### config.mk
export PLATFORM = sky130hd
export DESIGN_NAME = struct_array_reader
export DESIGN_NICKNAME = d
export VERILOG_FILES = /design/src/rtl/struct_array_reader.sv
export SDC_FILE = /design/constraint.sdc
export NUM_CORES = 1
export LEC_CHECK = 0
export BUFFER_PORTS_ARGS = -buffer_cell sky130_fd_sc_hd__buf_4
export CAP_MARGIN = 5
export CORE_ASPECT_RATIO = 1.1
export CORE_MARGIN = 2
export CORE_UTILIZATION = 35
export DETAILED_ROUTE_END_ITERATION = 7
export PLACE_DENSITY_LB_ADDON = 0.15
export SETUP_SLACK_MARGIN = 0.4
export SYNTH_ARGS = -nofsm -noshare
export SYNTH_HDL_FRONTEND = slang
export SYNTH_SLANG_ARGS = --single-unit
### constraint.sdc
create_clock -name clk -period 2.65 [get_ports clk]
set_input_delay 0.3975 -clock clk [delete_from_list [all_inputs] [get_ports clk]]
set_output_delay 0.3975 -clock clk [all_outputs]
set_load 0.01 [all_outputs]
### src/rtl/struct_array_reader.sv
// Streams a packed record as ELEM_W beats: the array elements in the selected order, then the
// trailing filler field most significant slice first. Outputs come only from registered state.
module struct_array_reader #(
    parameter int unsigned NUM_ELEM = 8,
    parameter int unsigned ELEM_W   = 8,
    parameter int unsigned FILL_W   = 16,
    localparam int unsigned REC_W   = NUM_ELEM * ELEM_W + FILL_W,
    localparam int unsigned IDX_W   = (NUM_ELEM > 1) ? $clog2(NUM_ELEM) : 1
) (
    input  logic              clk,
    input  logic              rst,
    input  logic              in_valid,
    output logic              in_ready,
    input  logic [REC_W-1:0]  in_rec,
    input  logic              in_asc,
    output logic              out_valid,
    input  logic              out_ready,
    output logic [ELEM_W-1:0] out_data,
    output logic [IDX_W-1:0]  out_index,
    output logic              out_is_fill,
    output logic              out_last
);

    localparam int unsigned NUM_FILL = FILL_W / ELEM_W;
    localparam int unsigned FCNT_W   = (NUM_FILL > 1) ? $clog2(NUM_FILL) : 1;
    localparam logic [IDX_W-1:0]  IDX_MAX  = IDX_W'(NUM_ELEM - 1);
    localparam logic [FCNT_W-1:0] FCNT_MAX = FCNT_W'(NUM_FILL - 1);

    typedef enum logic [1:0] {StIdle, StElem, StFill} state_e;

    state_e state_q, state_d;

    logic [NUM_ELEM*ELEM_W-1:0] elem_q;
    logic [FILL_W-1:0]          fill_q;
    logic                       asc_q;
    logic [IDX_W-1:0]           idx_q;
    logic [FCNT_W-1:0]          fcnt_q;

    logic              fire_in;
    logic              fire_out;
    logic              last_elem;
    logic              last_fill;
    logic [ELEM_W-1:0] elem_data;

    assign fire_in   = in_valid && in_ready;
    assign fire_out  = out_valid && out_ready;
    assign last_elem = asc_q ? (idx_q == IDX_MAX) : (idx_q == '0);
    assign last_fill = (fcnt_q == FCNT_MAX);

    // State register
    always_ff @(posedge clk) begin
        if (rst) begin
            state_q <= StIdle;
        end else begin
            state_q <= state_d;
        end
    end

    // Next-state logic
    always_comb begin
        state_d = state_q;
        unique case (state_q)
            StIdle: if (fire_in) state_d = StElem;
            StElem: if (fire_out && last_elem) state_d = StFill;
            StFill: begin
                if (fire_out && last_fill) begin
                    // A record accepted on the final handshake starts with no idle gap.
                    state_d = fire_in ? StElem : StIdle;
                end
            end
            default: state_d = StIdle;
        endcase
    end

    // Capture on acceptance; otherwise counters move only on an output handshake.
    always_ff @(posedge clk) begin
        if (rst) begin
            elem_q <= '0;
            fill_q <= '0;
            asc_q  <= 1'b0;
            idx_q  <= '0;
            fcnt_q <= '0;
        end else if (fire_in) begin
            elem_q <= in_rec[REC_W-1:FILL_W];
            fill_q <= in_rec[FILL_W-1:0];
            asc_q  <= in_asc;
            idx_q  <= in_asc ? '0 : IDX_MAX;
            fcnt_q <= '0;
        end else if (fire_out) begin
            if (state_q == StElem && !last_elem) begin
                idx_q <= asc_q ? idx_q + 1'b1 : idx_q - 1'b1;
            end
            if (state_q == StFill && !last_fill) begin
                fcnt_q <= fcnt_q + 1'b1;
                fill_q <= fill_q << ELEM_W;
            end
        end
    end

    always_comb begin
        elem_data = '0;
        for (int unsigned i = 0; i < NUM_ELEM; i++) begin
            if (idx_q == IDX_W'(i)) elem_data = elem_q[ELEM_W*i +: ELEM_W];
        end
    end

    // Output logic
    always_comb begin
        in_ready    = 1'b0;
        out_valid   = 1'b0;
        out_data    = '0;
        out_index   = '0;
        out_is_fill = 1'b0;
        out_last    = 1'b0;
        unique case (state_q)
            StIdle: in_ready = 1'b1;
            StElem: begin
                out_valid = 1'b1;
                out_data  = elem_data;
                out_index = idx_q;
            end
            StFill: begin
                in_ready    = last_fill && out_ready;
                out_valid   = 1'b1;
                out_data    = fill_q[FILL_W-1 -: ELEM_W];
                out_is_fill = 1'b1;
                out_last    = last_fill;
            end
            default: ;
        endcase
    end

endmodule
==> flow_results.xml <==
<?xml version="1.0" encoding="UTF-8"?>
<metrics>
  <group name="status">
    <metric name="outcome" unit="">complete, no violations</metric>
  </group>
  <group name="floorplan">
    <metric name="floorplan.die_area" unit="sq um">13100</metric>
    <metric name="floorplan.initialDensity" unit="">0.357</metric>
    <metric name="fp.dieW" unit="um">109</metric>
    <metric name="floorplan.core_area" unit="sq um">12000</metric>
    <metric name="placementRows" unit="">42</metric>
    <metric name="chipHeight" unit="um">120</metric>
    <metric name="pin_count" unit="">100</metric>
  </group>
  <group name="final_layout">
    <metric name="area_occupied_by_multi_input_gates" unit="sq um">2330</metric>
    <metric name="final.fill_count" unit="">1218</metric>
    <metric name="layout_commonest_cell" unit="">sky130_fd_sc_hd__nand2_1</metric>
    <metric name="stdcell_count" unit="">792</metric>
    <metric name="drive_above_1_share" unit="">0.246</metric>
    <metric name="antenna_cells_inserted" unit="">0</metric>
    <metric name="seq_area" unit="sq um">1750</metric>
    <metric name="final_net_count" unit="">730</metric>
    <metric name="final_area" unit="sq um">5640</metric>
    <metric name="fin_util" unit="">0.471</metric>
    <metric name="final_cell_mix" unit="">sky130_fd_sc_hd__nand2_1 (158), sky130_fd_sc_hd__buf_4 (105), sky130_fd_sc_hd__dfxtp_1 (85)</metric>
    <metric name="areaGrowthSynthToFinish" unit="%">31.9</metric>
  </group>
  <group name="route">
    <metric name="drt_iter0_drc" unit="">236</metric>
    <metric name="totalWireLength" unit="um">12700</metric>
    <metric name="drc" unit="">0</metric>
    <metric name="antenna_left" unit="">0</metric>
    <metric name="route.vias.total" unit="">4061</metric>
    <metric name="drt-vias-per-instance" unit="">5.13</metric>
    <metric name="detail_route.first_pass.iterations" unit="">6</metric>
    <metric name="drt-wirelength-per-cell" unit="um">16.0</metric>
  </group>
  <group name="synth">
    <metric name="post_synth_num_cell_types" unit="">46</metric>
    <metric name="synth.yosys.seq_area_share" unit="">0.407</metric>
    <metric name="syn_area_per_cell" unit="sq um">7.84</metric>
    <metric name="asyncSetResetFlopFracSynth" unit="">0</metric>
    <metric name="synth.ff_latch_count" unit="">87</metric>
    <metric name="yosysWarningCount" unit="">0</metric>
    <metric name="synth_ff_type" unit="">sky130_fd_sc_hd__dfxtp_1</metric>
    <metric name="synthCells" unit="">546</metric>
    <metric name="synth.net_count" unit="">642</metric>
    <metric name="mappedNetlistArea" unit="sq um">4280</metric>
    <metric name="synth-edff-count" unit="">0</metric>
  </group>
  <group name="global_routing">
    <metric name="first_global_vias" unit="">3931</metric>
    <metric name="first_pass_grt_wire_length" unit="um">19700</metric>
    <metric name="number_of_antenna_violations_at_the_first_check_in_global_routing" unit="">0</metric>
    <metric name="grt_overflow_total" unit="">0</metric>
    <metric name="largest_net_degree_at_the_start_of_global_routing" unit="">84</metric>
    <metric name="track_usage" unit="">0.193</metric>
  </group>
  <group name="hold_path">
    <metric name="hold_path.class" unit="">input pin to flop</metric>
  </group>
  <group name="pwr">
    <metric name="static-leakage-power" unit="nW">2.38</metric>
    <metric name="report.power.total" unit="mW">4.76</metric>
    <metric name="max-vdd-ir-drop" unit="uV">615</metric>
    <metric name="power-per-cell-area" unit="nW/um^2">844</metric>
  </group>
  <group name="clock_network">
    <metric name="clk_slew_on_worst_s_h_paths" unit="ns">0.06</metric>
    <metric name="cts_buf_count" unit="">9</metric>
    <metric name="clockBufferDepth" unit="">2</metric>
    <metric name="htreeDepth" unit="">3</metric>
    <metric name="tritoncts_num_sinks" unit="">87</metric>
    <metric name="postCtsHoldBufs" unit="">0</metric>
    <metric name="tritoncts" unit="">built</metric>
    <metric name="clock_latency_reported_for_the_late_side_of_the_worst_skew_pair" unit="ns">0.34</metric>
    <metric name="cts_root_buffer" unit="">sky130_fd_sc_hd__clkbuf_16</metric>
  </group>
  <group name="place">
    <metric name="cells_after_dpl" unit="">769</metric>
    <metric name="pre_cts_ws" unit="ns">0.141</metric>
    <metric name="half_perimeter_wire_length_of_the_detailed_placement_result" unit="um">9280</metric>
    <metric name="port_buffers" unit="">99</metric>
    <metric name="post_dp_cell_area" unit="sq um">5110</metric>
    <metric name="finalWeightedCongestion" unit="">0.883</metric>
  </group>
  <group name="worst_setup_path">
    <metric name="cp-start-kind" unit="">flop</metric>
    <metric name="critical_path_arrival" unit="ns">2.24</metric>
    <metric name="cp.required" unit="ns">2.25</metric>
    <metric name="timing.critical_path.to_type" unit="">output port</metric>
    <metric name="crit_type" unit="">flop to output port</metric>
    <metric name="maximum_net_fanout_on_the_critical_path" unit="">7</metric>
  </group>
  <group name="sta">
    <metric name="max_slew_margin" unit="">0.571</metric>
    <metric name="final_max_slew_viol_count" unit="">0</metric>
    <metric name="worstMarginPinSlew" unit="ns">0.644</metric>
    <metric name="finalClockSkew" unit="ns">0.00988</metric>
    <metric name="post-route-worst-setup-slack" unit="ns">0.0149</metric>
    <metric name="achievable-frequency" unit="GHz">0.379</metric>
    <metric name="period_needed" unit="ns">2.64</metric>
    <metric name="post_route_setup_tns" unit="ns">0</metric>
    <metric name="rsz0062_at_grt" unit="">true</metric>
    <metric name="final_period_utilization" unit="">0.994</metric>
    <metric name="finalSetupViolCount" unit="">0</metric>
    <metric name="final.hold.worst_slack" unit="ns">0.303</metric>
    <metric name="final-hold-violation-count" unit="">0</metric>
  </group>
  <group name="job">
    <metric name="max_cap_violations" unit="">0</metric>
  </group>
</metrics>
## state kept, by name, indices dropped and copies added (netlist names)
register and cells:
fcnt_q 1, state_q 2, asc_q 1, fill_q 16
idx_q 3, elem_q 64
## worst paths after layout
path	startpoint	to	slack, ns	cells past startpoint
setup / recovery	idx_q[0]$_SDFFE_PP0P_	out_data[6]	0.01	7
hold / removal	in_rec[53]	elem_q[37]$_SDFFE_PP0P_	0.30	3
setup reg to reg	state_q[0]$_SDFFE_PP0P_	fill_q[10]$_SDFFE_PP0P_	0.58	8
hold reg to reg	elem_q[30]$_SDFFE_PP0P_	elem_q[30]$_SDFFE_PP0P_	0.46	2
## worst max-delay path, cell delays in order, from the launching register on
cell	delay, ns
sky130_fd_sc_hd__dfxtp_4	0.37
sky130_fd_sc_hd__ha_4	0.17
sky130_fd_sc_hd__ha_4	0.18
sky130_fd_sc_hd__a21boi_4	0.16
sky130_fd_sc_hd__a22o_1	0.26
sky130_fd_sc_hd__a221o_1	0.37
sky130_fd_sc_hd__a22o_1	0.25
sky130_fd_sc_hd__buf_6	0.13
## report_power, final
group,internal [mW],leakage [nW],switching (mW)
Sequential,1.53,0.717,0.168
Clock,0.780,0.148,0.510
Combinational,0.795,1.52,0.983
## kinds of logic (layout without fill, tap and decap cells)
group / count (synthesis) / after routing / share of synthesized area
AND/OR/NAND/NOR: 221 / 221 / 0.218
flip-flops: 87 / 87 / 0.407
XOR/XNOR: 3 / 3 / 0.00614
multiplexers: 10 / 10 / 0.0237
buffers and inverters: 62 / 154 / 0.0693
adder cells (fa/ha/maj): 11 / 11 / 0.0322
AO/OA/AOI/OAI: 152 / 152 / 0.244
## cells in the mapped netlist, types with 2 or more instances
| cell type | number | area share |
|---|---|---|
| sky130_fd_sc_hd__nand2_1 | 160 | 0.14 |
| sky130_fd_sc_hd__xnor2_1 | 2 | 0.0041 |
| sky130_fd_sc_hd__ha_1 | 11 | 0.032 |
| sky130_fd_sc_hd__a21oi_2 | 2 | 0.0041 |
| sky130_fd_sc_hd__buf_2 | 15 | 0.018 |
| sky130_fd_sc_hd__a221o_1 | 14 | 0.033 |
| sky130_fd_sc_hd__buf_4 | 5 | 0.0088 |
| sky130_fd_sc_hd__a21boi_1 | 2 | 0.0035 |
| sky130_fd_sc_hd__o31ai_1 | 2 | 0.0035 |
| sky130_fd_sc_hd__clkbuf_1 | 18 | 0.016 |
| sky130_fd_sc_hd__nor2_1 | 30 | 0.026 |
| sky130_fd_sc_hd__nor3_1 | 2 | 0.0023 |
| sky130_fd_sc_hd__o21a_1 | 8 | 0.014 |
| sky130_fd_sc_hd__a221oi_1 | 7 | 0.014 |
| sky130_fd_sc_hd__a31oi_1 | 4 | 0.0058 |
| sky130_fd_sc_hd__nand3_1 | 9 | 0.011 |
| sky130_fd_sc_hd__inv_1 | 19 | 0.017 |
| sky130_fd_sc_hd__a211oi_1 | 9 | 0.016 |
| sky130_fd_sc_hd__mux2i_1 | 9 | 0.021 |
| sky130_fd_sc_hd__o211ai_1 | 8 | 0.014 |
| sky130_fd_sc_hd__and2_1 | 3 | 0.0044 |
| sky130_fd_sc_hd__a21oi_1 | 68 | 0.080 |
| sky130_fd_sc_hd__a22o_1 | 21 | 0.043 |
| sky130_fd_sc_hd__buf_6 | 2 | 0.0053 |
| sky130_fd_sc_hd__dfxtp_1 | 87 | 0.41 |
| sky130_fd_sc_hd__nand2b_1 | 2 | 0.0029 |
| sky130_fd_sc_hd__or2b_1 | 5 | 0.0088 |
| sky130_fd_sc_hd__nor2b_1 | 4 | 0.0058 |
## metal layers
layer	wire, um	track usage	up-vias
met5	0	0	-
met1	5870	0.251	1881
met4	456	0.0965	0
met2	5780	0.303	113
li1	-	-	2042
met3	556	0.0391	25
## timing repair
item,CTS,global route
pin swaps,3,10
setup endpoints to repair,8,51
buffers inserted,2,5
resized for setup,23,16
gates cloned,0,1
## cell type report
cell class,instances,share of cell area
clock buffers,11,0.0448
multi-input cells,397,0.413
inverters,20,0.0142
flip-flops and latches,87,0.310
well taps,154,0.0341
clock inverters,4,0.00975
repair buffers,119,0.174
(Power assumes the default switching activity.)
